===== src/rtl/axi_master_wr_engine_if.sv =====
// axi_master_wr_engine_if: AXI4 write-channel bundle (AW, W, B) between the engine and a slave
interface axi_master_wr_engine_if #(
  parameter int ID_W   = 8,
  parameter int ADDR_W = 32,
  parameter int DATA_W = 64
);
  logic [ID_W-1:0]     AWID;
  logic [ADDR_W-1:0]   AWADDR;
  logic [7:0]          AWLEN;
  logic [2:0]          AWSIZE;
  logic [1:0]          AWBURST;
  logic                AWVALID;
  logic                AWREADY;
  logic [DATA_W-1:0]   WDATA;
  logic [DATA_W/8-1:0] WSTRB;
  logic                WLAST;
  logic                WVALID;
  logic                WREADY;
  logic [ID_W-1:0]     BID;
  logic [1:0]          BRESP;
  logic                BVALID;
  logic                BREADY;
  modport master (
    output AWID, AWADDR, AWLEN, AWSIZE, AWBURST, AWVALID, input AWREADY,
    output WDATA, WSTRB, WLAST, WVALID, input WREADY,
    input BID, BRESP, BVALID, output BREADY
  );
  modport slave (
    input AWID, AWADDR, AWLEN, AWSIZE, AWBURST, AWVALID, output AWREADY,
    input WDATA, WSTRB, WLAST, WVALID, output WREADY,
    output BID, BRESP, BVALID, input BREADY
  );
endinterface


===== src/rtl/axi_master_wr_engine.sv =====
// axi_master_wr_engine: AXI4 write master with decoupled AW/W channels and up to MAX_OUTST outstanding bursts
module axi_master_wr_engine #(
  parameter int ADDR_W    = 32,
  parameter int DATA_W    = 64,
  parameter int ID_W      = 8,
  parameter int MAX_OUTST = 4
) (
  input  logic                  AClk,
  input  logic                  ARst,
  input  logic                  cmd_valid,
  output logic                  cmd_ready,
  input  logic [ID_W-1:0]       cmd_id,
  input  logic [ADDR_W-1:0]     cmd_addr,
  input  logic [7:0]            cmd_len,
  input  logic [2:0]            cmd_size,
  input  logic [1:0]            cmd_burst,
  input  logic                  wd_valid,
  output logic                  wd_ready,
  input  logic [DATA_W-1:0]     wd_data,
  input  logic [DATA_W/8-1:0]   wd_strb,
  axi_master_wr_engine_if.master axi,
  output logic                  rsp_valid,
  output logic [ID_W-1:0]       rsp_id,
  output logic [1:0]            rsp_resp,
  output logic [4:0]            outst_cnt,
  output logic                  err_unexp
);
  localparam int PW = $clog2(MAX_OUTST);
  typedef enum logic {AW_IDLE, AW_VALID} aw_state_t;
  typedef enum logic {W_IDLE, W_DATA} w_state_t;
  aw_state_t aw_state, aw_next;
  w_state_t  w_state, w_next;
  logic [7:0]  lens [MAX_OUTST];
  logic [PW-1:0] wr_ptr, rd_ptr;
  logic [PW:0]   fifo_cnt;
  logic [7:0]  cur_len, beat_cnt;
  logic cmd_acc, b_hs, w_hs, w_load, fifo_rd, fifo_wr, fifo_empty, fifo_full;
  always_comb begin
    fifo_empty   = fifo_cnt == '0;
    fifo_full    = fifo_cnt == (PW+1)'(MAX_OUTST);
    cmd_ready    = ARst & aw_state == AW_IDLE & outst_cnt < 5'(MAX_OUTST) & !fifo_full;
    cmd_acc      = cmd_valid & cmd_ready;
    b_hs         = axi.BVALID & axi.BREADY;
    axi.AWVALID  = aw_state == AW_VALID;
    axi.WVALID   = w_state == W_DATA & wd_valid;
    wd_ready     = w_state == W_DATA & axi.WREADY;
    axi.WDATA    = wd_data;
    axi.WSTRB    = wd_strb;
    axi.WLAST    = w_state == W_DATA & beat_cnt == cur_len;
    w_hs         = axi.WVALID & axi.WREADY;
    // An empty FIFO is bypassed so the first beat can go out alongside AWVALID
    w_load       = w_state == W_IDLE & (!fifo_empty | cmd_acc);
    fifo_rd      = w_load & !fifo_empty;
    fifo_wr      = cmd_acc & !(w_load & fifo_empty);
    aw_next      = aw_state == AW_IDLE ? (cmd_acc ? AW_VALID : AW_IDLE) : (axi.AWREADY ? AW_IDLE : AW_VALID);
    w_next       = w_state == W_IDLE ? (w_load ? W_DATA : W_IDLE) : (w_hs & axi.WLAST ? W_IDLE : W_DATA);
  end
  always_ff @(posedge AClk) begin
    if (!ARst) begin
      aw_state    <= AW_IDLE;
      w_state     <= W_IDLE;
      wr_ptr      <= '0;
      rd_ptr      <= '0;
      fifo_cnt    <= '0;
      cur_len     <= '0;
      beat_cnt    <= '0;
      axi.AWID    <= '0;
      axi.AWADDR  <= '0;
      axi.AWLEN   <= '0;
      axi.AWSIZE  <= '0;
      axi.AWBURST <= '0;
      axi.BREADY  <= 1'b0;
      rsp_valid   <= 1'b0;
      rsp_id      <= '0;
      rsp_resp    <= '0;
      outst_cnt   <= '0;
      err_unexp   <= 1'b0;
    end else begin
      aw_state   <= aw_next;
      w_state    <= w_next;
      axi.BREADY <= 1'b1;
      if (cmd_acc) begin
        axi.AWID    <= cmd_id;
        axi.AWADDR  <= cmd_addr;
        axi.AWLEN   <= cmd_len;
        axi.AWSIZE  <= cmd_size;
        axi.AWBURST <= cmd_burst;
      end
      if (fifo_wr) begin
        lens[wr_ptr] <= cmd_len;
        wr_ptr       <= wr_ptr + 1'b1;
      end
      if (fifo_rd) rd_ptr <= rd_ptr + 1'b1;
      fifo_cnt <= fifo_cnt + (PW+1)'(fifo_wr) - (PW+1)'(fifo_rd);
      if (w_load) begin
        cur_len  <= fifo_empty ? cmd_len : lens[rd_ptr];
        beat_cnt <= '0;
      end else if (w_hs) beat_cnt <= beat_cnt + 1'b1;
      // A response with nothing outstanding is flagged rather than letting the count wrap
      outst_cnt <= outst_cnt + 5'(cmd_acc) - 5'(b_hs & outst_cnt != 5'd0);
      rsp_valid <= b_hs;
      if (b_hs) begin
        rsp_id   <= axi.BID;
        rsp_resp <= axi.BRESP;
      end
      if (b_hs & outst_cnt == 5'd0) err_unexp <= 1'b1;
    end
  end
endmodule


===== src/flat_wrapper.sv =====
// flat-port wrapper written by rule: the top's interface ports become plain ports
module axi_master_wr_engine_flat 
#(
  parameter int ADDR_W    = 32,
  parameter int DATA_W    = 64,
  parameter int ID_W      = 8,
  parameter int MAX_OUTST = 4
)
  (AClk, ARst, cmd_valid, cmd_ready, cmd_id, cmd_addr, cmd_len, cmd_size, cmd_burst, wd_valid, wd_ready, wd_data, wd_strb, rsp_valid, rsp_id, rsp_resp, outst_cnt, err_unexp, axi_AWID, axi_AWADDR, axi_AWLEN, axi_AWSIZE, axi_AWBURST, axi_AWVALID, axi_AWREADY, axi_WDATA, axi_WSTRB, axi_WLAST, axi_WVALID, axi_WREADY, axi_BID, axi_BRESP, axi_BVALID, axi_BREADY);
  axi_master_wr_engine_if #(.ID_W(ID_W), .ADDR_W(ADDR_W), .DATA_W(DATA_W)) axi_i ();
  input  logic AClk;
  input  logic ARst;
  input  logic cmd_valid;
  output logic cmd_ready;
  input  logic [ID_W-1:0] cmd_id;
  input  logic [ADDR_W-1:0] cmd_addr;
  input  logic [7:0] cmd_len;
  input  logic [2:0] cmd_size;
  input  logic [1:0] cmd_burst;
  input  logic wd_valid;
  output logic wd_ready;
  input  logic [DATA_W-1:0] wd_data;
  input  logic [DATA_W/8-1:0] wd_strb;
  output logic rsp_valid;
  output logic [ID_W-1:0] rsp_id;
  output logic [1:0] rsp_resp;
  output logic [4:0] outst_cnt;
  output logic err_unexp;
  output wire logic [$bits(axi_i.AWID)-1:0] axi_AWID;
  output wire logic [$bits(axi_i.AWADDR)-1:0] axi_AWADDR;
  output wire logic [$bits(axi_i.AWLEN)-1:0] axi_AWLEN;
  output wire logic [$bits(axi_i.AWSIZE)-1:0] axi_AWSIZE;
  output wire logic [$bits(axi_i.AWBURST)-1:0] axi_AWBURST;
  output wire logic [$bits(axi_i.AWVALID)-1:0] axi_AWVALID;
  input wire logic [$bits(axi_i.AWREADY)-1:0] axi_AWREADY;
  output wire logic [$bits(axi_i.WDATA)-1:0] axi_WDATA;
  output wire logic [$bits(axi_i.WSTRB)-1:0] axi_WSTRB;
  output wire logic [$bits(axi_i.WLAST)-1:0] axi_WLAST;
  output wire logic [$bits(axi_i.WVALID)-1:0] axi_WVALID;
  input wire logic [$bits(axi_i.WREADY)-1:0] axi_WREADY;
  input wire logic [$bits(axi_i.BID)-1:0] axi_BID;
  input wire logic [$bits(axi_i.BRESP)-1:0] axi_BRESP;
  input wire logic [$bits(axi_i.BVALID)-1:0] axi_BVALID;
  output wire logic [$bits(axi_i.BREADY)-1:0] axi_BREADY;
  assign axi_AWID = axi_i.AWID;
  assign axi_AWADDR = axi_i.AWADDR;
  assign axi_AWLEN = axi_i.AWLEN;
  assign axi_AWSIZE = axi_i.AWSIZE;
  assign axi_AWBURST = axi_i.AWBURST;
  assign axi_AWVALID = axi_i.AWVALID;
  assign axi_i.AWREADY = axi_AWREADY;
  assign axi_WDATA = axi_i.WDATA;
  assign axi_WSTRB = axi_i.WSTRB;
  assign axi_WLAST = axi_i.WLAST;
  assign axi_WVALID = axi_i.WVALID;
  assign axi_i.WREADY = axi_WREADY;
  assign axi_i.BID = axi_BID;
  assign axi_i.BRESP = axi_BRESP;
  assign axi_i.BVALID = axi_BVALID;
  assign axi_BREADY = axi_i.BREADY;
  axi_master_wr_engine #(.ADDR_W(ADDR_W), .DATA_W(DATA_W), .ID_W(ID_W), .MAX_OUTST(MAX_OUTST)) u_core (.AClk(AClk), .ARst(ARst), .cmd_valid(cmd_valid), .cmd_ready(cmd_ready), .cmd_id(cmd_id), .cmd_addr(cmd_addr), .cmd_len(cmd_len), .cmd_size(cmd_size), .cmd_burst(cmd_burst), .wd_valid(wd_valid), .wd_ready(wd_ready), .wd_data(wd_data), .wd_strb(wd_strb), .axi(axi_i), .rsp_valid(rsp_valid), .rsp_id(rsp_id), .rsp_resp(rsp_resp), .outst_cnt(outst_cnt), .err_unexp(err_unexp));
endmodule

===== config.mk =====
export PLATFORM = sky130hd
export DESIGN_NAME = axi_master_wr_engine_flat
export DESIGN_NICKNAME = d
export VERILOG_FILES = /design/src/rtl/axi_master_wr_engine_if.sv /design/src/rtl/axi_master_wr_engine.sv /design/src/flat_wrapper.sv
export SDC_FILE = /design/constraint.sdc
export NUM_CORES = 1
export LEC_CHECK = 0
export CAP_MARGIN = 10
export CORE_AREA = 3 3 112 114
export DETAILED_ROUTE_END_ITERATION = 8
export DIE_AREA = 0 0 115 117
export DONT_BUFFER_PORTS = 1
export GPL_ROUTABILITY_DRIVEN = 0
export GPL_TIMING_DRIVEN = 0
export SYNTH_ARGS = -nofsm -noshare
export SYNTH_HDL_FRONTEND = slang
export SYNTH_SLANG_ARGS = --single-unit
export TNS_END_PERCENT = 20

===== constraint.sdc =====
create_clock -name AClk -period 2.7 [get_ports AClk]
set_input_delay 0.54 -clock AClk [delete_from_list [all_inputs] [get_ports AClk]]
set_output_delay 0.54 -clock AClk [all_outputs]
set_load 0.005 [all_outputs]

==> impl_metrics.yaml <==
logic_synthesis:
  synth-warning-count: 0
  async_flop_share_pct: 0
  synth_seq_area_share_pct: 50.58
  syn_avg_cell_area_um2: 10.14
  syn_area_um2: 5778
  synthCells: 570
  synth.ff_latch_count: 130
  synth_flop_cell: "sky130_fd_sc_hd__dfxtp_1"
  synth_nets: 728
  synth.distinct_cells: 43
  number_of_synthesized_flops_with_an_enable_pin: 32
power_and_ir_drop:
  p_sw_mw: 1.668
  netSwitchingFraction_pct: 28.05
  peak_vdd_ir_mv: 0.4260
  sequentialPowerShare_pct: 41.1
  p_clk_share_pct: 37.3
  cell_internal_pwr_mw: 4.279
  power.static_leakage_nw: 2.491
  p_comb_share_pct: 21.6
  total_power_mw: 5.947
  power_density_nw_per_um2: 906.1
critical_path:
  timing_worst_setup_path_type: "reg2reg"
  worst_ep_arrival_time_ps: 2830
  worstRegToRegCells: 11
  setup.worst_path.end_class: "flop"
  worst-path-max-fanout: 11
  worstSetupStartpointType: "flop"
  crit_required_ps: 3000
placed_design:
  preCtsSetupSlack_ps: -211.8
  dp_hpwl_um: 10380
  place.port_buffers: 0
clock_tree:
  cts_root_buffer: "sky130_fd_sc_hd__clkbuf_16"
  number_of_hold_buffers_added_after_cts: 0
  cts_htree_levels: 4
  cts_tree: "built"
  clock_latency_on_the_worst_skew_pair_ps: 410
  tritoncts_num_sinks: 130
  cts_made_buffers: 17
  cts-root-to-sink-buffers: 2
  clkTransAtPathRegs_ps: 60
floorplan:
  die_width_um: 115
  design.portCount: 290
  floorplan.rows: 39
  core_um2: 11520
  fp.dieArea_um2: 13460
  initial_utilization_pct: 50.17
  die_extent_in_y_um: 117
grt:
  track_usage_pct: 19.12
  global_route_wire_length_before_repair_um: 19580
  antenna_found_initial: 0
  grt_pass1_vias: 3771
  grt_overflow: 0
  pin_count_of_the_biggest_net_entering_global_routing: 17
routing:
  vias: 3880
  route.detailed.drc: 0
  first_iter_violations: 143
  routed_wl_um: 13430
  vias_per_cell: 5.201
  ant_nets: 0
  drt-wirelength-per-cell_um: 18.01
  drt_pass1_iterations: 4
sta:
  worst_slew_pin_slew_ps: 737.4
  highest_clock_rate_mhz: 396.0
  final_period_minus_worst_setup_slack_ps: 2525
  relSlewSlack_pct: 50.38
  final_hold_viol_count: 0
  clock_skew_ps: 11.36
  rsz0062_at_grt: "no"
  finalWorstSetupSlack_ps: 174.9
  finalSetupViolations: 0
  period_share_pct: 93.52
  timing.final.max_slew_violations: 0
layout:
  drive_gt1_share_pct: 21.23
  areaGrowthSynthToFinish_pct: 13.60
  final_nets: 748
  antenna_cells: 0
hold_path:
  holdPathStages: 0
  min-delay-path-class: "in2reg"
outcome:
  outcome: "finished clean"
flow_run:
  max-cap-violations: 0
-- logic make-up (layout without fill, tap and decap cells) --
| logic type | Yosys count | after routing | share of synthesized area [%] |
|---|---|---|---|
| buffers and inverters | 114 | 147 | 12.28 |
| and+or+nand+nor | 191 | 191 | 14.88 |
| adders and majority gates | 16 | 16 | 3.725 |
| muxes | 10 | 10 | 3.465 |
| DFF | 130 | 130 | 50.58 |
| xor gates and xnor gates | 22 | 22 | 3.335 |
| AOI/OAI and AO/OA | 87 | 87 | 11.74 |
-- power groups by stage --
| stage | combinational (mW) | clock (mW) | sequential [mW] |
|---|---|---|---|
| 6_report | 1.28 | 2.22 | 2.44 |
| 5_1_grt | 1.45 | 2.34 | 2.48 |
| 4_1_cts | 1.30 | 2.26 | 2.45 |
| 3_5_place_dp | 1.28 | 0 | 2.49 |
| 3_3_place_gp | 1.24 | 0 | 2.48 |
| 2_1_floorplan | 1.05 | 0 | 2.42 |
-- metrics by stage --
stage | area, um2 | utilization [%] | hold WS (ps) | cells | TNS, ps
floorplan | 5778 | - | 451.4 | 570 | 0
global placement | 5957 | 51.73 | 462.1 | 713 | -179.8
detailed placement | 5957 | 51.73 | 472.6 | 713 | -236.9
CTS | 6561 | 56.98 | 130.1 | 747 | 0
global route | 6564 | 57.00 | 125.4 | 746 | 0
finish | 6564 | 57.00 | 150.6 | 746 | 0
-- registers in the layout (all words and copies together), names as in the netlist, 5 cells and up, named ones only --
signal and count:
u_core.cur_len 8, u_core.lens 32, u_core.outst_cnt 5, u_core.axi.AWADDR 32
u_core.axi.AWLEN 8, u_core.axi.AWID 8, u_core.beat_cnt 8, u_core.rsp_id 8
-- worst paths after layout --
path	start	end	slack [ps]
max	u_core.outst_cnt[3]	u_core.outst_cnt[4]	170
min	ARst	u_core.axi.BREADY	150
max reg2reg	u_core.outst_cnt[3]	u_core.outst_cnt[4]	170
min reg2reg	u_core.axi.AWSIZE[2]	u_core.axi.AWSIZE[2]	480
-- cells in the final DEF, fill, tap and decap left out, types with 2 or more instances in the layout --
cell                         count
sky130_fd_sc_hd__clkbuf_16      17
sky130_fd_sc_hd__nand2_1       132
sky130_fd_sc_hd__nand3_1         3
sky130_fd_sc_hd__ha_1           14
sky130_fd_sc_hd__clkinvlp_4      4
sky130_fd_sc_hd__mux2i_1         2
sky130_fd_sc_hd__nor3_1          2
sky130_fd_sc_hd__buf_2           7
sky130_fd_sc_hd__clkinv_2        3
sky130_fd_sc_hd__fa_1            2
sky130_fd_sc_hd__and2_1         19
sky130_fd_sc_hd__nor2b_1        12
sky130_fd_sc_hd__xnor2_1        16
sky130_fd_sc_hd__nand4_1         4
sky130_fd_sc_hd__mux4_2          8
sky130_fd_sc_hd__clkbuf_1       18
sky130_fd_sc_hd__buf_4          74
sky130_fd_sc_hd__inv_1          14
sky130_fd_sc_hd__xor2_1          6
sky130_fd_sc_hd__or3_1           2
sky130_fd_sc_hd__edfxtp_1       32
sky130_fd_sc_hd__a21boi_0       15
sky130_fd_sc_hd__dfxtp_1        97
sky130_fd_sc_hd__a21boi_1       49
sky130_fd_sc_hd__nor2_1         10
sky130_fd_sc_hd__clkbuf_8        6
sky130_fd_sc_hd__a21oi_1         5
sky130_fd_sc_hd__a221o_1         8
sky130_fd_sc_hd__and3_1          2
-- area by class of cell --
class | count | area, um2
buffer | 98 | 648.1
clock buffer | 24 | 511.7
clock inverter | 8 | 75.07
fill | 1008 | 4952
inverter | 15 | 58.81
multi-input combinational | 326 | 2152
sequential | 130 | 2924
tap | 143 | 178.9
timing repair buffer | 2 | 15.01
-- metal layers --
layer	global-route usage, %	vias to the layer above	part of all wire (%)
met1	20.78	1799	36
li1	-	1868	-
met5	0	-	0
met4	7.825	0	1.5
met2	32.64	196	51
met3	8.586	17	11
-- worst max-delay path, cell delays in order, from the launching register on --
cell	delay, ps
sky130_fd_sc_hd__dfxtp_1	350
sky130_fd_sc_hd__inv_1	90
sky130_fd_sc_hd__ha_1	220
sky130_fd_sc_hd__and4bb_2	280
sky130_fd_sc_hd__o311ai_4	150
sky130_fd_sc_hd__inv_4	140
sky130_fd_sc_hd__ha_1	260
sky130_fd_sc_hd__fa_1	420
sky130_fd_sc_hd__a21oi_1	150
sky130_fd_sc_hd__o21bai_1	90
sky130_fd_sc_hd__xnor2_1	120
sky130_fd_sc_hd__and2_1	140
-- Yosys cell counts (2+ instances only) --
master	n	area, um2
sky130_fd_sc_hd__a21boi_0	15	112.6
sky130_fd_sc_hd__a21boi_1	49	367.9
sky130_fd_sc_hd__a21oi_1	5	25.02
sky130_fd_sc_hd__a221o_1	8	80.08
sky130_fd_sc_hd__and2_1	19	118.9
sky130_fd_sc_hd__and3_1	2	12.51
sky130_fd_sc_hd__buf_2	8	40.04
sky130_fd_sc_hd__buf_4	72	540.5
sky130_fd_sc_hd__clkbuf_1	17	63.81
sky130_fd_sc_hd__dfxtp_1	98	1962
sky130_fd_sc_hd__edfxtp_1	32	960.9
sky130_fd_sc_hd__fa_1	2	40.04
sky130_fd_sc_hd__ha_1	14	175.2
sky130_fd_sc_hd__inv_1	14	52.55
sky130_fd_sc_hd__mux2i_1	2	20.02
sky130_fd_sc_hd__mux4_2	8	180.2
sky130_fd_sc_hd__nand2_1	132	495.5
sky130_fd_sc_hd__nand3_1	3	15.01
sky130_fd_sc_hd__nand4_1	4	25.02
sky130_fd_sc_hd__nor2_1	10	37.54
sky130_fd_sc_hd__nor2b_1	12	75.07
sky130_fd_sc_hd__nor3_1	2	10.01
sky130_fd_sc_hd__or3_1	2	12.51
sky130_fd_sc_hd__xnor2_1	16	140.1
sky130_fd_sc_hd__xor2_1	6	52.55
-- timing repair --
action | CTS | global route
endpoints found under the hold margin | 0 | 0
buffers inserted | 2 | 0
resized for setup | 1 | 2
endpoints found under the setup margin | 2 | 1
pin swaps | 1 | 0
No activity file was read; power rests on OpenSTA's default activity.
